### src/rtl/float_addsub_pipe.sv
// Pipelined floating-point add/subtract, round-to-nearest-even, denormals flushed to zero.
// Latency: 3 cycles (unpack/align, add/normalise, round/pack); throughput one operation per clock.
// Backpressure: one shared enable stalls every stage while a result waits; in_ready mirrors that enable.
module float_addsub_pipe #(
    parameter int EXP_W = 8,
    parameter int MAN_W = 23
) (
    input  logic                     clk,
    input  logic                     rst,
    input  logic                     in_valid,
    output logic                     in_ready,
    input  logic                     op,
    input  logic [EXP_W+MAN_W:0]     v1,
    input  logic [EXP_W+MAN_W:0]     v2,
    output logic                     out_valid,
    input  logic                     out_ready,
    output logic [EXP_W+MAN_W:0]     vres,
    output logic [3:0]               flags
);
    localparam int W   = 1 + EXP_W + MAN_W;
    localparam int SW  = MAN_W + 4;            // hidden + fraction + guard/round/sticky
    localparam int XW  = EXP_W + 2;            // two's-complement exponent with headroom
    localparam int LZW = $clog2(SW + 1);
    localparam int unsigned ALIGN_MAX = SW - 1;

    localparam logic [EXP_W-1:0] EXP_ONES = '1;
    localparam logic [W-1:0]     QNAN     = {1'b0, {EXP_W{1'b1}}, 1'b1, {(MAN_W-1){1'b0}}};

    typedef struct packed {
        logic             spec;
        logic [W-1:0]     spec_res;
        logic [3:0]       spec_flg;
        logic             sign_a;
        logic             sign_b;
        logic [EXP_W-1:0] exp_a;
        logic [SW-1:0]    sig_a;
        logic [SW-1:0]    sig_b;
    } s1_t;

    typedef struct packed {
        logic             spec;
        logic [W-1:0]     spec_res;
        logic [3:0]       spec_flg;
        logic             zero;
        logic             sign;
        logic [XW-1:0]    exp_n;
        logic [SW-1:0]    sig_n;
    } s2_t;

    logic en;
    logic s1_vld, s2_vld;
    s1_t  s1_d, s1_q;
    s2_t  s2_d, s2_q;

    assign en       = !out_valid || out_ready;
    assign in_ready = en;

    // ---------------- S1: unpack, specials, swap, align ----------------
    logic             sgn1, sgn2, nan1, nan2, snan1, snan2, inf1, inf2, swap;
    logic [EXP_W-1:0] e1, e2, exp_b, shamt;
    logic [MAN_W-1:0] f1, f2, m1, m2, ma, mb;
    logic [SW-1:0]    sig_b_raw, lost_mask;

    always_comb begin
        s1_d      = '0;
        e1        = v1[W-2 -: EXP_W];
        e2        = v2[W-2 -: EXP_W];
        f1        = v1[MAN_W-1:0];
        f2        = v2[MAN_W-1:0];
        sgn1      = v1[W-1];
        sgn2      = v2[W-1] ^ op;
        nan1      = (e1 == EXP_ONES) && (f1 != '0);
        nan2      = (e2 == EXP_ONES) && (f2 != '0);
        snan1     = nan1 && !f1[MAN_W-1];
        snan2     = nan2 && !f2[MAN_W-1];
        inf1      = (e1 == EXP_ONES) && (f1 == '0);
        inf2      = (e2 == EXP_ONES) && (f2 == '0);
        // Denormal inputs become zeros of the same sign.
        m1        = (e1 == '0) ? '0 : f1;
        m2        = (e2 == '0) ? '0 : f2;
        swap      = {e2, m2} > {e1, m1};
        ma        = swap ? m2 : m1;
        mb        = swap ? m1 : m2;
        exp_b     = swap ? e1 : e2;
        lost_mask = '0;

        s1_d.sign_a = swap ? sgn2 : sgn1;
        s1_d.sign_b = swap ? sgn1 : sgn2;
        s1_d.exp_a  = swap ? e2 : e1;
        s1_d.sig_a  = {s1_d.exp_a != '0, ma, 3'b000};
        sig_b_raw   = {exp_b != '0, mb, 3'b000};
        shamt       = s1_d.exp_a - exp_b;

        if (32'(shamt) >= ALIGN_MAX) begin
            s1_d.sig_b = {{(SW-1){1'b0}}, |sig_b_raw};
        end else begin
            lost_mask  = ~({SW{1'b1}} << shamt);
            s1_d.sig_b = (sig_b_raw >> shamt) | {{(SW-1){1'b0}}, |(sig_b_raw & lost_mask)};
        end

        s1_d.spec = nan1 || nan2 || inf1 || inf2;
        if (nan1 || nan2) begin
            s1_d.spec_res = QNAN;
            s1_d.spec_flg = {snan1 || snan2, 3'b000};
        end else if (inf1 && inf2 && (sgn1 != sgn2)) begin
            s1_d.spec_res = QNAN;
            s1_d.spec_flg = 4'b1000;
        end else if (inf1) begin
            s1_d.spec_res = {sgn1, EXP_ONES, {MAN_W{1'b0}}};
        end else if (inf2) begin
            s1_d.spec_res = {sgn2, EXP_ONES, {MAN_W{1'b0}}};
        end
    end

    // ---------------- S2: add/subtract, normalise ----------------
    logic [SW:0]    sum;
    logic [LZW-1:0] lz;

    always_comb begin
        s2_d          = '0;
        s2_d.spec     = s1_q.spec;
        s2_d.spec_res = s1_q.spec_res;
        s2_d.spec_flg = s1_q.spec_flg;
        if (s1_q.sign_a ^ s1_q.sign_b)
            sum = {1'b0, s1_q.sig_a} - {1'b0, s1_q.sig_b};
        else
            sum = {1'b0, s1_q.sig_a} + {1'b0, s1_q.sig_b};

        lz = '0;
        for (int i = 0; i < SW; i++) begin
            if (sum[i]) lz = LZW'(SW - 1 - i);
        end

        s2_d.zero = (sum == '0);
        // Only two negative zeros can sum to -0; cancellation yields +0.
        s2_d.sign = s2_d.zero ? (s1_q.sign_a & s1_q.sign_b) : s1_q.sign_a;
        if (sum[SW]) begin
            s2_d.sig_n = {sum[SW:2], sum[1] | sum[0]};
            s2_d.exp_n = {2'b00, s1_q.exp_a} + XW'(1);
        end else begin
            s2_d.sig_n = sum[SW-1:0] << lz;
            s2_d.exp_n = {2'b00, s1_q.exp_a} - XW'(lz);
        end
    end

    // ---------------- S3: round, pack, flags ----------------
    logic [MAN_W:0]   mant;
    logic [MAN_W+1:0] mant_r;
    logic [MAN_W-1:0] frac_r;
    logic [XW-1:0]    exp_r;
    logic             g_bit, r_bit, s_bit, rnd_up, inexact;
    logic [W-1:0]     res_d;
    logic [3:0]       flg_d;

    always_comb begin
        mant    = s2_q.sig_n[SW-1:3];
        g_bit   = s2_q.sig_n[2];
        r_bit   = s2_q.sig_n[1];
        s_bit   = s2_q.sig_n[0];
        inexact = g_bit | r_bit | s_bit;
        rnd_up  = g_bit & (r_bit | s_bit | mant[0]);
        mant_r  = {1'b0, mant} + {{(MAN_W+1){1'b0}}, rnd_up};
        exp_r   = s2_q.exp_n + {{(XW-1){1'b0}}, mant_r[MAN_W+1]};
        frac_r  = mant_r[MAN_W+1] ? mant_r[MAN_W:1] : mant_r[MAN_W-1:0];
        res_d   = '0;
        flg_d   = '0;

        if (s2_q.spec) begin
            res_d = s2_q.spec_res;
            flg_d = s2_q.spec_flg;
        end else if (s2_q.zero) begin
            res_d = {s2_q.sign, {(W-1){1'b0}}};
        end else if (!exp_r[XW-1] && (exp_r[XW-2:0] >= {1'b0, EXP_ONES})) begin
            res_d = {s2_q.sign, EXP_ONES, {MAN_W{1'b0}}};
            flg_d = 4'b0101;
        end else if (exp_r[XW-1] || (exp_r == '0)) begin
            res_d = {s2_q.sign, {(W-1){1'b0}}};
            flg_d = 4'b0011;
        end else begin
            res_d = {s2_q.sign, exp_r[EXP_W-1:0], frac_r};
            flg_d = {3'b000, inexact};
        end
    end

    always_ff @(posedge clk) begin
        if (rst) begin
            s1_vld    <= 1'b0;
            s2_vld    <= 1'b0;
            out_valid <= 1'b0;
            vres      <= '0;
            flags     <= '0;
        end else if (en) begin
            s1_vld    <= in_valid;
            s2_vld    <= s1_vld;
            out_valid <= s2_vld;
            if (in_valid) s1_q <= s1_d;
            if (s1_vld)   s2_q <= s2_d;
            if (s2_vld) begin
                vres  <= res_d;
                flags <= flg_d;
            end
        end
    end
endmodule

### config.mk
export PLATFORM = sky130hd
export DESIGN_NAME = float_addsub_pipe
export DESIGN_NICKNAME = d
export VERILOG_FILES = /design/src/rtl/float_addsub_pipe.sv
export SDC_FILE = /design/constraint.sdc
export NUM_CORES = 1
export LEC_CHECK = 0
export CORE_UTILIZATION = 60
export CTS_CLUSTER_SIZE = 24
export DETAILED_ROUTE_END_ITERATION = 8
export GPL_TIMING_DRIVEN = 0
export PLACE_DENSITY = 0.91
export SETUP_SLACK_MARGIN = 0.1
export SLEW_MARGIN = 15
export SYNTH_ARGS = -nofsm -noshare
export SYNTH_HDL_FRONTEND = slang
export SYNTH_SLANG_ARGS = --single-unit
export TNS_END_PERCENT = 10
### constraint.sdc
create_clock -name clk -period 10 [get_ports clk]
set_input_delay 2 -clock clk [delete_from_list [all_inputs] [get_ports clk]]
set_output_delay 2 -clock clk [all_outputs]
set_load 0.005 [all_outputs]
==> results of run 1 <==
-- kinds of logic (layout without fill, tap and decap cells) --
kind of cell / count (synthesis) / after routing
simple gates: 688 / 688
compound gates: 595 / 595
buf+inv: 194 / 341
flops: 149 / 149
fa+ha+maj: 94 / 94
xor+xnor: 74 / 74
mux: 65 / 65
-- sequential cells by signal, indices dropped and copies added, names as in the netlist --
register	cells
s1_vld	1
s1_q	66
flags	4
g_bit	1
vres	32
r_bit	1
out_valid	1
mant	24
s2_vld	1
s2_q	18
-- cells in the mapped netlist (24+ instances only) --
cell / number
nand3_1: 45
and2_1: 25
o21ai_0: 122
dfxtp_1: 39
edfxtp_1: 110
ha_1: 92
a22oi_1: 46
buf_2: 30
xor2_1: 30
o211ai_1: 35
clkbuf_1: 61
nand4_1: 28
nor4_1: 26
nor2b_1: 26
xnor2_1: 40
mux2i_1: 47
a21oi_1: 157
nand2_1: 213
nor3_1: 50
a211oi_1: 26
a31oi_1: 24
inv_1: 86
nor2_1: 174
-- cell usage in the layout (no fill, tap or decap), types with 9 or more instances in the layout --
master           netlist  layout
o31ai_1                9       9
a31oi_1               24      24
and2_1                25      25
a211o_1               10      10
xnor2_1               40      40
a21oi_1              157     157
ha_1                  92      92
and3_1                16      16
o221ai_1              13      13
mux2i_1               47      47
dfxtp_1               39      39
clkbuf_16              0      17
mux2_2                10      10
a21o_1                14      14
buf_2                 30      30
o21a_1                12      12
nor3_1                50      50
o21ai_0              122     122
o22ai_1               14      14
o211ai_1              35      35
or3_1                  9       9
nand2_1              213     213
inv_1                 86      86
nand2b_1              23      23
clkbuf_1              61      62
buf_4                  5      12
edfxtp_1             110     110
a22oi_1               46      46
nand4_1               28      28
clkdlybuf4s50_1        0     105
a211oi_1              26      26
nor2b_1               26      26
nand3_1               45      45
xor2_1                30      30
nor4_1                26      26
nor2_1               174     174
-- worst reg2reg max path, stage by stage, from the launching register on --
cell and delay, ns:
edfxtp_1 0.39, ha_1 0.53, inv_1 0.28, clkbuf_1 0.56, buf_1 0.54, o21ai_0 0.19, o31a_1 0.18, xor2_1 0.58
a211oi_1 0.12, o31ai_1 0.40, o2bb2ai_2 0.21, nor2_1 0.12, inv_2 0.14, buf_2 0.31, ha_1 0.30, a21o_1 0.15
a21o_1 0.19, a21oi_1 0.15, o21ai_0 0.15, nor3_1 0.20, a31oi_1 0.09, xnor2_1 0.14
-- cell type report --
type | count | area [sq um]
well taps | 324 | 405
fillers | 1954 | 7320
multi-input cells | 1516 | 9950
clock buffers | 18 | 429
repair buffers | 115 | 1140
plain buffers | 104 | 454
clock inverters | 14 | 129
inverters | 90 | 338
flip-flops and latches | 149 | 4080
-- power breakdown --
group          internal (mW)  leakage (nW)  switching (mW)
Clock                  0.330         0.275           0.303
Combinational          0.462          4.86           0.919
Sequential             0.715          1.32          0.0231
-- per-stage QoR --
step / cells / hold slack [ns] / total power [mW] / utilization, % / setup slack, ns
2_1_floorplan: 1859 / 0.400 / 1.67 / - / 2.22
3_3_place_gp: 2288 / 0.405 / 2.06 / 67.1 / 0.184
3_5_place_dp: 2298 / 0.405 / 2.06 / 67.5 / 0.489
4_1_cts: 2330 / 0.423 / 2.70 / 69.8 / 0.948
5_1_grt: 2330 / 0.427 / 2.87 / 69.8 / 0.422
6_report: 2330 / 0.421 / 2.75 / 69.8 / 0.618
-- routing by layer --
metal,track usage (%),wire (um),part of all wire (%)
met1,50.3,20000,39
met2,65.3,23100,45
met3,5.86,4980,9.8
met4,23.0,2920,5.7
met5,0,0,0
-- final timing paths --
kind / from / depth (start not counted) / end / slack (ns)
min: s1_q[97] / 0 / s2_q[73] / 0.42
max: v2[23] / 26 / s1_q[0] / 0.62
max reg2reg: s1_q[63] / 21 / s2_q[34] / 3.83
min reg2reg: s1_q[97] / 0 / s2_q[73] / 0.42
==> impl_metrics.py, run 1 <==
metrics = {
    "die": {
        "die-area_sq_um": 25300,
        "coreArea_sq_um": 24200,
        "fp.dieW_um": 159,
        "num_rows": 57,
        "ios": 107,
        "initial_core_util_pct": 61.1,
        "die_h_um": 159,
    },
    "clocking": {
        "cts_resized": 0,
        "htree_levels": 4,
        "cts.clk_slew.worst_paths_ns": 0.08,
        "clkSinkCount": 149,
        "cts_made_buffers": 17,
        "cts_setup_buffers": 0,
        "cts_tree": "built",
        "cts_buffer_depth": 2,
        "clk-insertion-delay-late_ns": 0.44,
        "cts-hold-fix-buffers": 0,
        "root_buffer": "clkbuf_16",
    },
    "critical_path": {
        "path_delay_family": "compound AO/OA/AOI/OAI gates",
        "critical_path.slowest_cell": "a2111oi_1",
        "slowest_delay_ns": 0.87,
        "cp.arrival_ns": 9.48,
        "cp-end-kind": "register",
        "critPathBufInv": 5,
        "cp-start-kind": "input pin",
        "path_common_cell": "nand2_1",
        "required_ns": 10.10,
        "worstSetupPathType": "in -> reg",
        "cp_max_fo": 10,
    },
    "route": {
        "num_vias": 15900,
        "first_pass_iters": 7,
        "via_per_inst": 6.84,
        "wl_mm": 51.0,
        "route.detailed.drc": 0,
        "antenna_left": 0,
        "drt_iter0_drc": 1899,
        "wl_per_cell_um": 21.9,
    },
    "synthesis": {
        "synthMuxAreaShare_pct": 5.15,
        "ys_ff_latch": 149,
        "async_flop_share_pct": 0,
        "synth_area_leaders": "edfxtp_1 22%, ha_1 7.8%, nand2_1 5.4%, a21oi_1 5.3%, dfxtp_1 5.3%",
        "seq_area_frac_synth_pct": 27.6,
        "yosys.area_share.simple_pct": 22.4,
        "synth_top_family_by_area": "compound AO/OA/AOI/OAI gates",
        "yosysWarnings": 0,
        "synth.cell_area_sq_um": 14800,
        "synth_edf_count": 110,
        "synth-xor-area-share_pct": 4.58,
        "synth_top_area_share_pct": 22.3,
        "yosys.area.top_type": "edfxtp_1",
        "ys.flop_type": "edfxtp_1",
        "synth_fa_ha_area_share_pct": 8.04,
        "synth_compound_area_share_pct": 26.9,
        "synth_cells": 1859,
        "avgSynthCellArea_sq_um": 7.97,
        "synth.distinct_cells": 105,
        "syn-num-nets": 2022,
    },
    "global_routing": {
        "grtUsageTotal_pct": 39.9,
        "grt_max_degree": 17,
        "grt_pass1_vias": 15000,
        "grt_pass1_wl_mm": 79.6,
        "antenna_found_initial": 0,
        "grt.overflow.total": 0,
    },
    "place": {
        "port-buffer-count": 105,
        "place.gp.congestion": 1.05,
        "placed_area_sq_um": 16400,
        "hpwl_mm": 40.7,
    },
    "status": {
        "outcome": "completed",
    },
    "finish": {
        "drive_above_1_share_pct": 7.43,
        "syn_to_final_growth_pct": 14.3,
        "diodes": 0,
        "postLayoutCellArea_sq_um": 16900,
        "fin_nets": 2156,
    },
    "power": {
        "power_density_nw_per_um2": 163,
        "p_leak_nw": 6.46,
        "irDropWorstVdd_uv": 95.3,
    },
    "timing": {
        "setup_violations": 0,
        "maxSlewHeadroom_pct": 23.2,
        "tns_ns": 0,
        "hold_viol": 0,
        "fmax_mhz": 107,
        "maxSlewViolCount": 0,
        "period_needed_ns": 9.38,
        "fin_skew_ns": 0.0143,
        "rsz0062_at_grt": "no",
        "tightest_slew_ns": 1.15,
        "finalCritPeriodShare_pct": 93.8,
    },
    "job": {
        "max-cap-violations": 0,
    },
    "min_path": {
        "min_path_type": "reg -> reg",
    },
}
(Power assumes the default switching activity.)
==> inputs of run 2 (changes only) <==
- CELL_PAD_IN_SITES_DETAIL_PLACEMENT: default -> 0
- CELL_PAD_IN_SITES_GLOBAL_PLACEMENT: default -> 1
- CORE_UTILIZATION: 60 -> 46
- PLACE_DENSITY: 0.91 -> 0.93
==> impl_metrics.py, run 2 (same netlist as run 1, synthesis figures left out) <==
metrics = {
    "power": {
        "report.power.total_mw": 2.76,
        "p_leak_nw": 6.47,
        "power_density_nw_per_um2": 162,
        "irDropWorstVdd_uv": 154,
    },
    "timing": {
        "tns_ns": 0,
        "fmax_mhz": 109,
        "tightest_slew_ns": 1.07,
        "period_needed_ns": 9.15,
        "fin_skew_ns": 0.0149,
        "rsz0062_at_grt": "no",
        "maxSlewHeadroom_pct": 28.9,
        "finalCritPeriodShare_pct": 91.5,
        "setup_violations": 0,
        "hold_viol": 0,
        "maxSlewViolCount": 0,
        "setup_slack_ns": 0.850,
    },
    "place": {
        "hpwl_mm": 42.0,
        "port-buffer-count": 105,
        "dp_worst_setup_slack_ns": 0.544,
        "place.gp.congestion": 0.983,
        "dp.cells": 2376,
    },
    "critical_path": {
        "r2r_end": "s2_q[35]",
        "worstSetupPathType": "in -> reg",
        "timing.rr.start": "s1_q[30]",
        "required_ns": 10.17,
        "reg2reg_depth": 21,
        "cp-start-kind": "input pin",
        "cp.arrival_ns": 9.32,
        "cp-end-kind": "register",
        "r2r_slack_ns": 3.87,
        "cp_max_fo": 10,
    },
    "min_path": {
        "min_from": "s1_q[90]",
        "min_path_cells": 0,
        "min_path_type": "reg -> reg",
        "hold_end": "s2_q[65]",
    },
    "die": {
        "die-area_sq_um": 32900,
        "die_h_um": 181,
        "num_rows": 65,
        "ios": 107,
        "fp.dieW_um": 181,
        "initial_core_util_pct": 46.8,
        "coreArea_sq_um": 31600,
    },
    "global_routing": {
        "grt.overflow.total": 0,
        "grtUsageTotal_pct": 31.4,
        "grt_pass1_vias": 14500,
        "grt_max_degree": 17,
        "antenna_found_initial": 1,
        "grt_pass1_wl_mm": 81.2,
    },
    "route": {
        "first_pass_iters": 6,
        "wl_mm": 51.7,
        "num_vias": 15400,
        "via_per_inst": 6.39,
        "drt_iter0_drc": 1568,
        "antenna_left": 0,
        "wl_per_cell_um": 21.5,
        "route.detailed.drc": 0,
    },
    "clocking": {
        "clkSinkCount": 149,
        "cts_buffer_depth": 2,
        "cts_tree": "built",
        "cts-hold-fix-buffers": 0,
        "clk-insertion-delay-late_ns": 0.44,
        "cts_setup_buffers": 0,
        "root_buffer": "clkbuf_16",
        "cts_made_buffers": 17,
        "cts_resized": 0,
        "cts.clk_slew.worst_paths_ns": 0.07,
        "htree_levels": 4,
    },
    "finish": {
        "largest_reg_flops": 66,
        "fin_nets": 2156,
        "drive_above_1_share_pct": 7.38,
        "regMostFlops": "s1_q",
        "fin_cells": 2408,
        "final_cell_mix": "213 x nand2_1, 174 x nor2_1, 157 x a21oi_1",
        "layout_commonest_cell": "nand2_1",
        "diodes": 0,
        "syn_to_final_growth_pct": 15.1,
    },
    "status": {
        "outcome": "completed",
    },
    "job": {
        "max-cap-violations": 0,
    },
}
[run 2: cell types whose count changed in the layout (fill, tap and decap cells not counted)]
cell / delta
inv_6: -2
inv_4: -1
nor4b_1: +1
clkinv_4: +1
buf_6: -1
nor4b_2: -1
bufinv_16: +1
buf_4: +1
clkinv_8: +1
[run 2: power by group]
group	leakage (nW)	internal [mW]	switching [mW]
Sequential	1.32	0.716	0.0239
Combinational	4.86	0.462	0.916
Clock	0.287	0.355	0.291
[run 2: routing by layer]
metal	routed length (um)	global-route usage (%)
met1	22800	42.5
met2	23300	50.4
met3	3690	4.41
met4	1930	12.4
met5	0	0
[run 2: critical path, cell delays in order]
cell             delay, ns
clkdlybuf4s50_1       0.66
nor4_1                0.10
nand2_1               0.23
clkbuf_1              0.40
clkbuf_1              0.49
nand2_1               0.14
inv_1                 0.10
ha_1                  0.26
a21o_1                0.17
a211o_1               0.30
a2111oi_1             0.83
a211o_1               0.39
a31oi_1               0.15
inv_1                 0.08
nor2_1                0.04
ha_1                  0.35
clkbuf_1              0.50
clkbuf_1              0.47
clkbuf_1              0.38
nor2_1                0.09
o311ai_0              0.69
mux2i_1               0.19
o21ai_0               0.21
nor2_1                0.07
[run 2: how the worst max path moves through the flow]
stage	start	to	slack [ns]
6_report	v2[23]	s1_q[1]	0.85
5_1_grt	v2[23]	s1_q[9]	0.57
4_1_cts	v2[23]	s1_q[1]	1.01
3_5_place_dp	v2[23]	s1_q[1]	0.54
3_3_place_gp	out_ready	s1_q[34]	0.32
2_1_floorplan	rst	s1_q[0]	2.22
[run 2: layout make-up]
class                   count  area [sq um]
fillers                  3023         14600
repair buffers            115          1130
inverters                  90           338
plain buffers             104           454
clock buffers              18           429
clock inverters            14           160
well taps                 402           503
flip-flops and latches    149          4080
multi-input cells        1516          9950
[run 2: per-stage QoR]
step           hold WS, ns  util (%)  cell area (sq um)
2_1_floorplan        0.400         -              14800
3_3_place_gp         0.406      51.7              16400
3_5_place_dp         0.405      52.0              16500
4_1_cts              0.421      53.9              17100
5_1_grt              0.427      53.9              17100
6_report             0.420      53.9              17100
==> inputs of run 3 (changes only) <==
- CELL_PAD_IN_SITES_DETAIL_PLACEMENT: 0 -> 1
- CTS_CLUSTER_DIAMETER: default -> 120
- PLACE_DENSITY: 0.93 -> default
- PLACE_DENSITY_LB_ADDON: default -> 0.1
==> impl_metrics.py, run 3 (same netlist as run 1, synthesis figures left out) <==
metrics = {
    "timing": {
        "tightest_slew_ns": 1.11,
        "rsz0062_at_grt": "no",
        "fmax_mhz": 108,
        "fin_skew_ns": 0.0141,
        "hold_viol": 0,
        "tns_ns": 0,
        "maxSlewHeadroom_pct": 25.7,
        "maxSlewViolCount": 0,
        "setup_violations": 0,
        "period_needed_ns": 9.28,
        "finalCritPeriodShare_pct": 92.8,
    },
    "route": {
        "num_vias": 15800,
        "route.detailed.drc": 0,
        "drt_iter0_drc": 1275,
        "first_pass_iters": 5,
        "antenna_left": 0,
        "wl_per_cell_um": 24.5,
        "wl_mm": 59.0,
        "via_per_inst": 6.57,
    },
    "critical_path": {
        "required_ns": 10.09,
        "cp-start-kind": "input pin",
        "critPathLaunch": "v2[27]",
        "cp.arrival_ns": 9.37,
        "worstSetupPathType": "in -> reg",
        "timing.rr.start": "s1_q[30]",
        "cp-end-kind": "register",
        "cp_max_fo": 10,
    },
    "global_routing": {
        "grt.overflow.total": 0,
        "grt_max_degree": 17,
        "grt_pass1_wl_mm": 91.3,
        "antenna_found_initial": 4,
        "grtUsageTotal_pct": 35.7,
        "grt_pass1_vias": 16000,
    },
    "die": {
        "die-area_sq_um": 32900,
        "coreArea_sq_um": 31600,
        "num_rows": 65,
        "ios": 107,
        "initial_core_util_pct": 46.8,
        "die_h_um": 181,
        "fp.dieW_um": 181,
    },
    "clocking": {
        "cts_buffer_depth": 2,
        "clk-insertion-delay-late_ns": 0.45,
        "cts-hold-fix-buffers": 0,
        "clkSinkCount": 149,
        "cts_tree": "built",
        "cts_setup_buffers": 0,
        "cts_resized": 0,
        "root_buffer": "clkbuf_16",
        "cts_made_buffers": 17,
        "htree_levels": 4,
        "cts.clk_slew.worst_paths_ns": 0.07,
    },
    "finish": {
        "fillers": 3880,
        "multi_input_area_sq_um": 9960,
        "final_cell_mix": "213 x nand2_1, 174 x nor2_1, 157 x a21oi_1",
        "regMostFlops": "s1_q",
        "drive_above_1_share_pct": 7.48,
        "regArea_sq_um": 4080,
        "layout_commonest_cell": "nand2_1",
        "largest_reg_flops": 66,
        "fin_nets": 2156,
        "syn_to_final_growth_pct": 15.3,
    },
    "power": {
        "p_leak_nw": 6.49,
        "report.power.total_mw": 2.87,
        "irDropWorstVdd_uv": 138,
        "power_density_nw_per_um2": 168,
    },
    "min_path": {
        "min_from": "s1_q[67]",
        "min_path_type": "reg -> reg",
    },
    "place": {
        "port-buffer-count": 105,
        "place.gp.congestion": 1.01,
        "hpwl_mm": 46.9,
    },
    "job": {
        "max-cap-violations": 0,
    },
    "status": {
        "outcome": "completed",
    },
}
run 3: changes by cell type in the layout (fill, tap and decap cells not counted), sizes merged:
| cell | delta |
|---|---|
| bufinv | +1 |
| clkbuf | +1 |
| clkinv | -2 |
| clkinvlp | -1 |
| diode | +1 |
| inv | +1 |
run 3: worst paths after layout:
path	to	slack, ns	cells past startpoint
min	s2_q[42]	0.43	0
min reg2reg	s2_q[42]	0.43	0
max	s1_q[0]	0.72	28
max reg2reg	s2_q[34]	3.57	21
run 3: report_power, final:
group | internal [mW] | switching, mW
clock | 0.395 | 0.299
sequential | 0.716 | 0.0264
combinational | 0.464 | 0.966
total | 1.57 | 1.29
run 3: cell type report:
class                   instances  share of cell area (%)
multi-input cells            1516                    58.3
flip-flops and latches        149                    23.9
repair buffers                115                    6.61
well taps                     402                    2.94
clock buffers                  19                    2.68
plain buffers                 104                    2.66
inverters                      90                    1.98
clock inverters                13                   0.937
diodes                          1                  0.0146
run 3: through the flow:
step | instances | utilization, % | worst slack [ns] | cell area, sq um | hold slack (ns)
floorplan | 1859 | - | 2.22 | 14800 | 0.400
global placement | 2366 | 51.7 | 0.00612 | 16400 | 0.407
detailed placement | 2376 | 52.0 | 0.488 | 16500 | 0.415
CTS | 2408 | 54.0 | 0.919 | 17100 | 0.432
global route | 2408 | 54.0 | 0.252 | 17100 | 0.455
finish | 2409 | 54.0 | 0.716 | 17100 | 0.432
run 3: critical path, stage by stage:
cell	delay [ns]
clkdlybuf4s50_1	0.53
nor4_1	0.35
nand2_1	0.22
clkbuf_1	0.25
clkbuf_1	0.26
nand2_1	0.16
inv_1	0.07
ha_1	0.33
a21o_1	0.17
a211o_1	0.31
a2111oi_1	0.68
a211o_1	0.38
a31oi_1	0.17
inv_1	0.09
nor2_1	0.05
ha_1	0.17
a221oi_1	0.32
a21boi_1	0.21
o21ai_1	0.36
a21oi_1	0.23
o41ai_1	0.42
o22a_1	0.17
buf_2	0.29
nand2_1	0.12
buf_2	0.23
o221ai_1	0.30
o211a_1	0.22
a41oi_1	0.29
run 3: per-layer routing:
| layer | share of wire, % | GRT usage (%) | up-vias |
|---|---|---|---|
| met3 | 6.3 | 5.31 | 130 |
| met2 | 48 | 60.6 | 659 |
| met5 | 0.041 | 0 | - |
| li1 | - | - | 7204 |
| met4 | 3.7 | 14.7 | 4 |
| met1 | 42 | 45.4 | 7839 |
